==> src/rtl/serial_subtractor.sv <==
// Bit-serial a - b, one bit per clock LSB first, with a registered borrow.
// Operands arrive on a valid/ready request channel; results leave on a valid/ready response channel.
module serial_subtractor #(
  parameter int WIDTH = 8
) (
  input  logic             clk,
  input  logic             rst,
  input  logic             start_valid,
  output logic             start_ready,
  input  logic [WIDTH-1:0] a,
  input  logic [WIDTH-1:0] b,
  output logic             res_valid,
  input  logic             res_ready,
  output logic [WIDTH-1:0] diff,
  output logic             bout,
  output logic             ovf,
  output logic             busy
);

  localparam int CW = (WIDTH > 2) ? $clog2(WIDTH) : 1;

  typedef enum logic [1:0] {IDLE, CALC, DONE} state_t;

  state_t           state;
  logic [WIDTH-1:0] a_sr;
  logic [WIDTH-1:0] b_sr;
  logic [WIDTH-2:0] r_sr;
  logic [CW-1:0]    cnt;
  logic             borrow;
  logic             a_msb;
  logic             b_msb;

  logic             d;
  logic             br_next;
  logic [WIDTH-1:0] r_next;

  function automatic logic [1:0] full_sub(input logic x, input logic y, input logic br);
    full_sub = {(~x & y) | (~(x ^ y) & br), x ^ y ^ br};
  endfunction

  always_comb begin
    {br_next, d} = full_sub(a_sr[0], b_sr[0], borrow);
    // New bit enters at the MSB; after WIDTH shifts bit 0 of the result sits at the LSB.
    r_next       = {d, r_sr};
  end

  always_ff @(posedge clk) begin
    if (rst) begin
      state       <= IDLE;
      start_ready <= 1'b1;
      res_valid   <= 1'b0;
      busy        <= 1'b0;
      diff        <= '0;
      bout        <= 1'b0;
      ovf         <= 1'b0;
      a_sr        <= '0;
      b_sr        <= '0;
      r_sr        <= '0;
      cnt         <= '0;
      borrow      <= 1'b0;
      a_msb       <= 1'b0;
      b_msb       <= 1'b0;
    end else begin
      case (state)
        IDLE: begin
          if (start_valid) begin
            a_sr        <= a;
            b_sr        <= b;
            a_msb       <= a[WIDTH-1];
            b_msb       <= b[WIDTH-1];
            borrow      <= 1'b0;
            cnt         <= '0;
            start_ready <= 1'b0;
            busy        <= 1'b1;
            state       <= CALC;
          end
        end
        CALC: begin
          a_sr   <= a_sr >> 1;
          b_sr   <= b_sr >> 1;
          r_sr   <= r_next[WIDTH-1:1];
          borrow <= br_next;
          cnt    <= cnt + 1'b1;
          if (cnt == CW'(WIDTH - 1)) begin
            // Output registers only change here, so they hold across IDLE until the next result.
            diff      <= r_next;
            bout      <= br_next;
            ovf       <= (a_msb != b_msb) && (d != a_msb);
            res_valid <= 1'b1;
            state     <= DONE;
          end
        end
        DONE: begin
          if (res_ready) begin
            res_valid   <= 1'b0;
            busy        <= 1'b0;
            start_ready <= 1'b1;
            state       <= IDLE;
          end
        end
        default: state <= IDLE;
      endcase
    end
  end

endmodule

==> config.mk <==
export PLATFORM = sky130hd
export DESIGN_NAME = serial_subtractor
export DESIGN_NICKNAME = d
export VERILOG_FILES = /design/src/rtl/serial_subtractor.sv
export SDC_FILE = /design/constraint.sdc
export NUM_CORES = 1
export LEC_CHECK = 0
export ABC_AREA = 1
export BUFFER_PORTS_ARGS = -buffer_cell sky130_fd_sc_hd__buf_2
export CORE_MARGIN = 4
export CORE_UTILIZATION = 25
export CTS_CLUSTER_SIZE = 28
export DETAILED_ROUTE_END_ITERATION = 10
export HOLD_SLACK_MARGIN = 0.03
export PLACE_DENSITY_LB_ADDON = 0.15
export SETUP_SLACK_MARGIN = 0.05
export SLEW_MARGIN = 20
export SYNTH_ARGS = -nofsm -noshare
export SYNTH_HDL_FRONTEND = slang
export SYNTH_SLANG_ARGS = --single-unit
==> constraint.sdc <==
create_clock -name clk -period 1.2 [get_ports clk]
set_input_delay 0.06 -clock clk [delete_from_list [all_inputs] [get_ports clk]]
set_output_delay 0.06 -clock clk [all_outputs]
set_load 0.02 [all_outputs]
### Word level (Yosys, flattened, before mapping)

Index checks and enable logic that the tools add are counted.

* add/sub/neg operators: 1
* multipliers: 0
* divide/modulo/power cells: 0
* $lt $le $gt $ge: 0
* equal/unequal tests: 8
* shift-type cells: 0
* multiplexer cells: 19
* bitwise operators: 7
* reduce and logical (&&, ||, !) cells: 11

Operators with widths (number)
* $pmux 8 s2: 2
* $mux 8: 2
* $reduce_and 3->1: 3
* $pmux 1 s2: 4
* $mux 2: 3
* $ne 2x2->1 const B: 3
* $pmux 2 s3: 1
* $pmux 3 s2: 1
* $reduce_and 2->1: 3
* $reduce_bool 2->1: 3
* $mux 1: 5
* $add 3x1->3 const B: 1
* $eq 3x3->1 const B: 1
* $mux 3: 1
* $and 1x1->1: 2
* $eq 2x1->1 const B: 1
* $eq 2x2->1 const B: 1
* $logic_not 2->1: 1
* $ne 1x1->1: 2
* $not 1->1: 2
* $xor 1x1->1: 2
* $logic_and 1x1->1: 1
* $or 1x1->1: 1

* register bits: 44
* latch bits: 0
* RAM bits: 0
* bits in read-only memories: 0
* input bits: 20
* output and inout port bits: 13
* logic and storage cells: 60
* memories: 0

### Depth between registers and ports, before layout

Gate-level depths: netlist of run 1.

* depth after elaboration: 5
* depth in mapped cells: 7
* mapped depth without buffers: 7

### Worst setup path after synthesis of run 1

OpenSTA, ideal clock, no wires.

* path kind: reg-to-reg
* start point: reg a_sr[0]
* end point: reg ovf
* setup time: 0.112 ns
* arrival time: 1.129 ns
* required time: 1.088 ns
* setup slack: -0.041 ns
* cell stages (with the launch flop): 7
* path buffers: 0
* period minus slack after synthesis: 1.241 ns
* cells stage by stage: dfxtp_1 fa_1 nor2_1 nand2_1 nand2_1 nor2_1 nor2_1

* word-level cells in the longest chain between the ends: 4

Ends and longest elaborated chain
* from (decl): RTL line 25 `logic [WIDTH-1:0] a_sr;`
* from (signal assigned): RTL line 79 `a_sr <= a_sr >> 1;`
* $xor 1x1->1 (2 in a row): RTL line 38 `full_sub = {(~x & y) | (~(x ^ y) & br), x ^ y ^ br};`
* via d: RTL line 33 `logic d;`
* $ne 1x1->1: RTL line 88 `ovf <= (a_msb != b_msb) && (d != a_msb);`
* $logic_and 1x1->1: RTL line 88
* to (signal assigned): RTL line 88
* to (decl): RTL line 16 `output logic ovf,`

The timed path passes the listed nets, and every way through them passes these cells.
A chain may end at the register's enable or synchronous reset.

### Worst setup path after layout of run 1

Ends and elaborated chain as after synthesis.

==> impl_metrics.yaml, run 1 <==
sta:
  setup_viol: 3
  slew_headroom_pct: 83.7
  skew_ns: 0.00547
  tightest_slew_ns: 0.244
  layout_setup_ws_ns: -0.0951
  fmax_mhz: 772
  post-route-min-period_ns: 1.30
  hold-worst-slack_ns: 0.0571
  finalHoldViolCount: 0
  finalCritPeriodShare_pct: 108
  rsz0062_at_grt: "yes"
  slew_viol_final: 0
status:
  violations: "setup timing"
  status: "finished, violations left"
detailed_routing:
  routed_wl_microns: 4970
  drc: 0
  antenna_left: 0
  routedWlPerCell_microns: 11.5
  vias_per_cell: 4.19
  num_vias: 1807
  first_pass_iters: 4
  drt_iter0_markers: 46
critical_path:
  path_cells: "fa_2, nor2_1, nand2_1, nand2_1, nor2_1, nor2_1"
  cp.depth: 6
  path_buf_inv: 0
  cp_top_family: "adder cells"
  critical_path_class: "reg2reg"
  cp.arrival_ns: 1.50
  crit_path_frequent_cell: "nor2_1"
  reg2reg_depth: 6
  startpoint_type: "flip-flop"
  crit_required_ns: 1.40
  slowest_delay_ns: 0.59
  end_kind: "flip-flop"
  critPathSlowestCell: "fa_2"
  cp_max_fo: 3
global_route:
  grt_antenna_before_repair: 0
  grt_pass1_wl_microns: 7930
  use_met2_pct: 18.5
  grtUsageTotal_pct: 11.1
  grt_overflow_total: 0
  use_met3_pct: 2.60
  top_usage_layer: "met2"
  grt_max_degree: 26
  grt_pass1_vias: 1761
  met1_usage_pct: 14.3
synthesis:
  syn-num-nets: 303
  postSynthAreaPerCell_sq_um: 6.84
  ys_seq_area_share_pct: 46.0
  synth_area_leader_cell: "dfxtp_1"
  synth_edf_count: 0
  ys_ff_latch: 44
  synth.area.top_cells: "dfxtp_1 46%, nand2_1 18%, nor2_1 9.6%"
  synth_cell_types: 18
  syn_area_sq_um: 1920
  synth_ff_type: "dfxtp_1"
  synth_common_cells: "93 x nand2_1, 49 x nor2_1, 44 x dfxtp_1"
  synth_top_area_share_pct: 46.0
  synthCells: 280
  postSynth.asyncResetShare_pct: 0
  yosys.cell_count.top_type: "nand2_1"
  yosysWarnings: 0
power_and_ir_drop:
  peakVddDrop_mv: 0.757
  p_per_area_nw_per_um2: 1160
  leakagePower_nw: 1.29
placement:
  gp_congestion: 0.680
  dp_hpwl_microns: 3280
  port_buffers: 32
clock_network:
  worstSkewPairLatency_ns: 0.29
  clkSinkCount: 44
  cts_made_buffers: 5
  clkTransAtPathRegs_ns: 0.08
  root_buffer: "clkbuf_8"
  max-clock-path-buffers: 2
  htreeDepth: 2
  cts_tree: "yes"
hold_path:
  hp-class: "in2reg"
  hold_path_depth: 5
finish:
  drive_gt1_share_pct: 36.4
  diodes: 0
  nets: 354
  area_growth_pct: 44.7
  utilization_pct: 37.8
die:
  ios: 33
  fp.dieH_microns: 95.5
  die_area_sq_um: 9130
  die_width_microns: 95.5
  initial_core_util_pct: 26.1
  core_sq_um: 7330
  num_rows: 31
run:
  drv_cap: 0
placed cells by master, fill, tap and decap left out, types with 8 or more instances in the layout:
cell / netlist / final
nand2_2: 0 / 16
inv_1: 22 / 20
buf_2: 6 / 32
nand3_1: 29 / 28
nand2_1: 93 / 68
nor2_1: 49 / 39
dfxtp_1: 44 / 39
buf_4: 4 / 11
nand2_4: 0 / 9
o21ai_0: 10 / 8
logic make-up after synthesis:
family | synth area share (%)
fa+ha+maj | 2.35
flops | 46.0
buf+inv | 9.01
compound gates | 6.07
simple gates | 36.6
layer usage:
| metal | wire length [microns] | vias up |
|---|---|---|
| li1 | - | 962 |
| met1 | 2400 | 806 |
| met2 | 2340 | 32 |
| met3 | 184 | 7 |
| met4 | 46 | 0 |
| met5 | 0 | - |
report_power, final:
group / switching (mW) / internal (mW)
Combinational: 0.343 / 0.289
Sequential: 0.0547 / 1.55
Clock: 0.501 / 0.470
Total: 0.898 / 2.31
timing repair:
action / CTS / global route
setup endpoints to repair: 14 / 42
resized for setup: 10 / 72
setup buffers: 1 / 3
endpoints found under the hold margin: 1 / 0
hold buffers: 1 / 0
cloned: 0 / 4
pin swaps: 7 / 29
registers in the layout, summed over array words and instances, names as in the netlist:
name         count
cnt              3
start_ready      1
busy             1
r_sr             7
a_msb            1
diff             8
ovf              1
res_valid        1
b_sr             8
state            2
a_sr             8
b_msb            1
bout             1
borrow           1
through the flow:
step | TNS (ns) | area [sq um] | setup WS, ns | power (mW) | std cells
detailed placement | -0.557 | 2320 | -0.107 | 2.09 | 415
floorplan | -0.0409 | 1940 | -0.0409 | 1.93 | 280
finish | -0.178 | 2770 | -0.0951 | 3.21 | 431
global route | -0.838 | 2770 | -0.183 | 3.40 | 431
CTS | -0.188 | 2470 | -0.109 | 3.07 | 425
global placement | -0.301 | 2320 | -0.0773 | 2.09 | 415
final cells by class:
type	instances	area, sq um
Multi-Input combinational cell	198	1090
Tap cell	99	124
Timing Repair Buffer	58	485
Inverter	24	92.6
Fill cell	798	4560
Sequential cell	44	892
Clock buffer	8	90.1
worst min-delay path, stage by stage:
cell and delay (ns):
buf_2 0.08, nand2_1 0.04, nand2_1 0.05, nor2_1 0.03, nor2_1 0.06
worst paths after layout:
check	start	endpoint	slack [ns]
worst min register to register	r_sr[6]	diff[6]	0.46
worst max-delay path	a_sr[0]	ovf	-0.1
worst max register to register	a_sr[0]	ovf	-0.1
worst min-delay path	b[2]	b_sr[2]	0.06
Power figures use the tool's default switching activity.
==> run 2, diff against run 1 <==
--- a/config.mk
+++ b/config.mk
@@ -8,10 +8,9 @@
 export ABC_AREA = 1
 export BUFFER_PORTS_ARGS = -buffer_cell sky130_fd_sc_hd__buf_2
 export CORE_MARGIN = 4
-export CORE_UTILIZATION = 25
+export CORE_UTILIZATION = 31
 export CTS_CLUSTER_SIZE = 28
 export DETAILED_ROUTE_END_ITERATION = 10
-export HOLD_SLACK_MARGIN = 0.03
 export PLACE_DENSITY_LB_ADDON = 0.15
 export SETUP_SLACK_MARGIN = 0.05
 export SLEW_MARGIN = 20
==> run 2 against run 1 <==
Net effect:
- the flow still finishes with violations (setup timing)
- routed wire length is 1.7% lower
- worst hold slack worse by 0.023 ns
- worst setup slack lost 0.0066 ns
- clock power decreased by 0.9%
- core utilization increased by 8.1 points
- via count fell by 1.8%
- critical path depth rose by 1
- largest power group unchanged
==> impl_metrics.yaml, run 2 (synthesized netlist as in run 1, its figures left out) <==
sta:
  skew_ns: 0.0126
  post-route-min-period_ns: 1.30
  setup-tns-final_ns: -0.801
  slew_headroom_pct: 81.8
  tightest_slew_ns: 0.273
  fmax_mhz: 768
  setup_viol: 19
  rsz0062_at_grt: "yes"
  slew_viol_final: 0
  finalCritPeriodShare_pct: 108
  layout_setup_ws_ns: -0.102
  finalHoldViolCount: 0
critical_path:
  startpoint_type: "flip-flop"
  crit_required_ns: 1.41
  cp.arrival_ns: 1.51
  crit_path_frequent_cell: "nor2_1"
  path_buf_inv: 1
  rrSetupSlack_ns: -0.10
  slowest_delay_ns: 0.55
  critPathSlowestCell: "fa_2"
  end_kind: "flip-flop"
  cp_top_family: "adder cells"
  cp_max_fo: 4
  reg2reg_depth: 7
  path_cells: "inv_2, fa_2, nor2_1, nand2_1, nand2_1, nor2_1, nor2_1"
  reg2reg_from: "b_sr[0]"
  r2r-end: "ovf"
  critical_path_class: "reg2reg"
finish:
  nets: 355
  area_growth_pct: 42.8
  diodes: 0
  stdcell_count: 408
  reg_top3: "a_sr: 8 flops, b_sr: 8 flops, diff: 8 flops"
  final_common_cell: "nand2_1"
  fillCellCount: 641
  mostFrequentLayoutCells: "71 x nand2_1, 42 x nor2_1, 38 x dfxtp_1"
  drive_gt1_share_pct: 35.4
power_and_ir_drop:
  p_per_area_nw_per_um2: 1170
  leakagePower_nw: 1.30
  power_mw: 3.19
  peakVddDrop_mv: 0.646
placement:
  dp_hpwl_microns: 2820
  place_ws_ns: -0.124
  gp_congestion: 0.730
  place_inst: 387
  port_buffers: 32
global_route:
  grt_overflow_total: 0
  use_met2_pct: 20.3
  top_usage_layer: "met2"
  grt_pass1_wl_microns: 7890
  grtUsageTotal_pct: 13.0
  use_met3_pct: 2.85
  grt_antenna_before_repair: 0
  grt_pass1_vias: 1744
  grt_max_degree: 35
  met1_usage_pct: 17.7
clock_network:
  cts_tree: "yes"
  postCtsHoldBufs: 0
  clkSinkCount: 44
  cts_made_buffers: 5
  htreeDepth: 2
  worstSkewPairLatency_ns: 0.30
  root_buffer: "clkbuf_8"
  clkTransAtPathRegs_ns: 0.09
  max-clock-path-buffers: 2
die:
  initial_core_util_pct: 32.2
  die_width_microns: 86.6
  ios: 33
  core_sq_um: 5960
  die_area_sq_um: 7500
  num_rows: 28
  fp.dieH_microns: 86.6
run:
  drv_cap: 0
hold_path:
  hold_end: "state[1]"
  min_from: "res_ready"
  hp-class: "in2reg"
  hold_path_depth: 4
detailed_routing:
  routed_wl_microns: 4890
  vias_per_cell: 4.35
  routedWlPerCell_microns: 12.0
  num_vias: 1774
  drt_iter0_markers: 88
  first_pass_iters: 4
  antenna_left: 0
  drc: 0
status:
  violations: "setup timing"
  status: "finished, violations left"
[run 2: worst max-delay path by stage]
stage                  from  end  depth (start not counted)
floorplan           a_sr[0]  ovf                          6
global placement    b_sr[0]  ovf                          7
detailed placement  b_sr[0]  ovf                          7
CTS                 a_sr[0]  ovf                          6
global route         borrow  ovf                          7
finish              b_sr[0]  ovf                          7
[run 2: power by group]
part / switching, mW / leakage [nW] / total [mW] / internal (mW)
Sequential: 0.0557 / 0.364 / 1.60 / 1.55
Combinational: 0.332 / 0.888 / 0.625 / 0.293
Clock: 0.492 / 0.0455 / 0.962 / 0.470
Total: 0.880 / 1.30 / 3.19 / 2.31
[run 2: per-layer routing]
layer | share of wire [%] | vias up | wire length, microns
li1 | - | 967 | -
met1 | 49 | 765 | 2390
met2 | 46 | 37 | 2240
met3 | 4.4 | 5 | 213
met4 | 0.92 | 0 | 45
met5 | 0 | - | 0
[run 2: tightest hold or removal path, cell delays in order]
cell and delay [ns]:
buf_2 0.08, inv_1 0.03, nand2_1 0.05, a21oi_1 0.06
[run 2: repair_timing]
| item | in CTS | in global routing |
|---|---|---|
| pin swaps | 9 | 29 |
| setup buffers | 3 | 5 |
| endpoints found under the setup margin | 13 | 37 |
| cloned | 0 | 6 |
| gates resized for setup | 13 | 60 |
[run 2: stage by stage]
stage	hold WS, ns	util [%]	instance area (sq um)
after CTS	0.0282	40.5	2410
after global placement	0.348	37.9	2260
after global routing	0.0385	45.9	2740
final	0.0345	45.9	2740
after detailed placement	0.345	37.9	2260
after floorplan	0.171	-	1940
[run 2: area by class of cell]
| class | instances | area [sq um] | area share [%] |
|---|---|---|---|
| inverter | 24 | 95.1 | 3.48 |
| tap | 75 | 93.8 | 3.43 |
| multi-input combinational | 198 | 1040 | 38.2 |
| clock buffer | 8 | 90.1 | 3.29 |
| timing repair buffer | 59 | 519 | 19.0 |
| sequential | 44 | 893 | 32.7 |
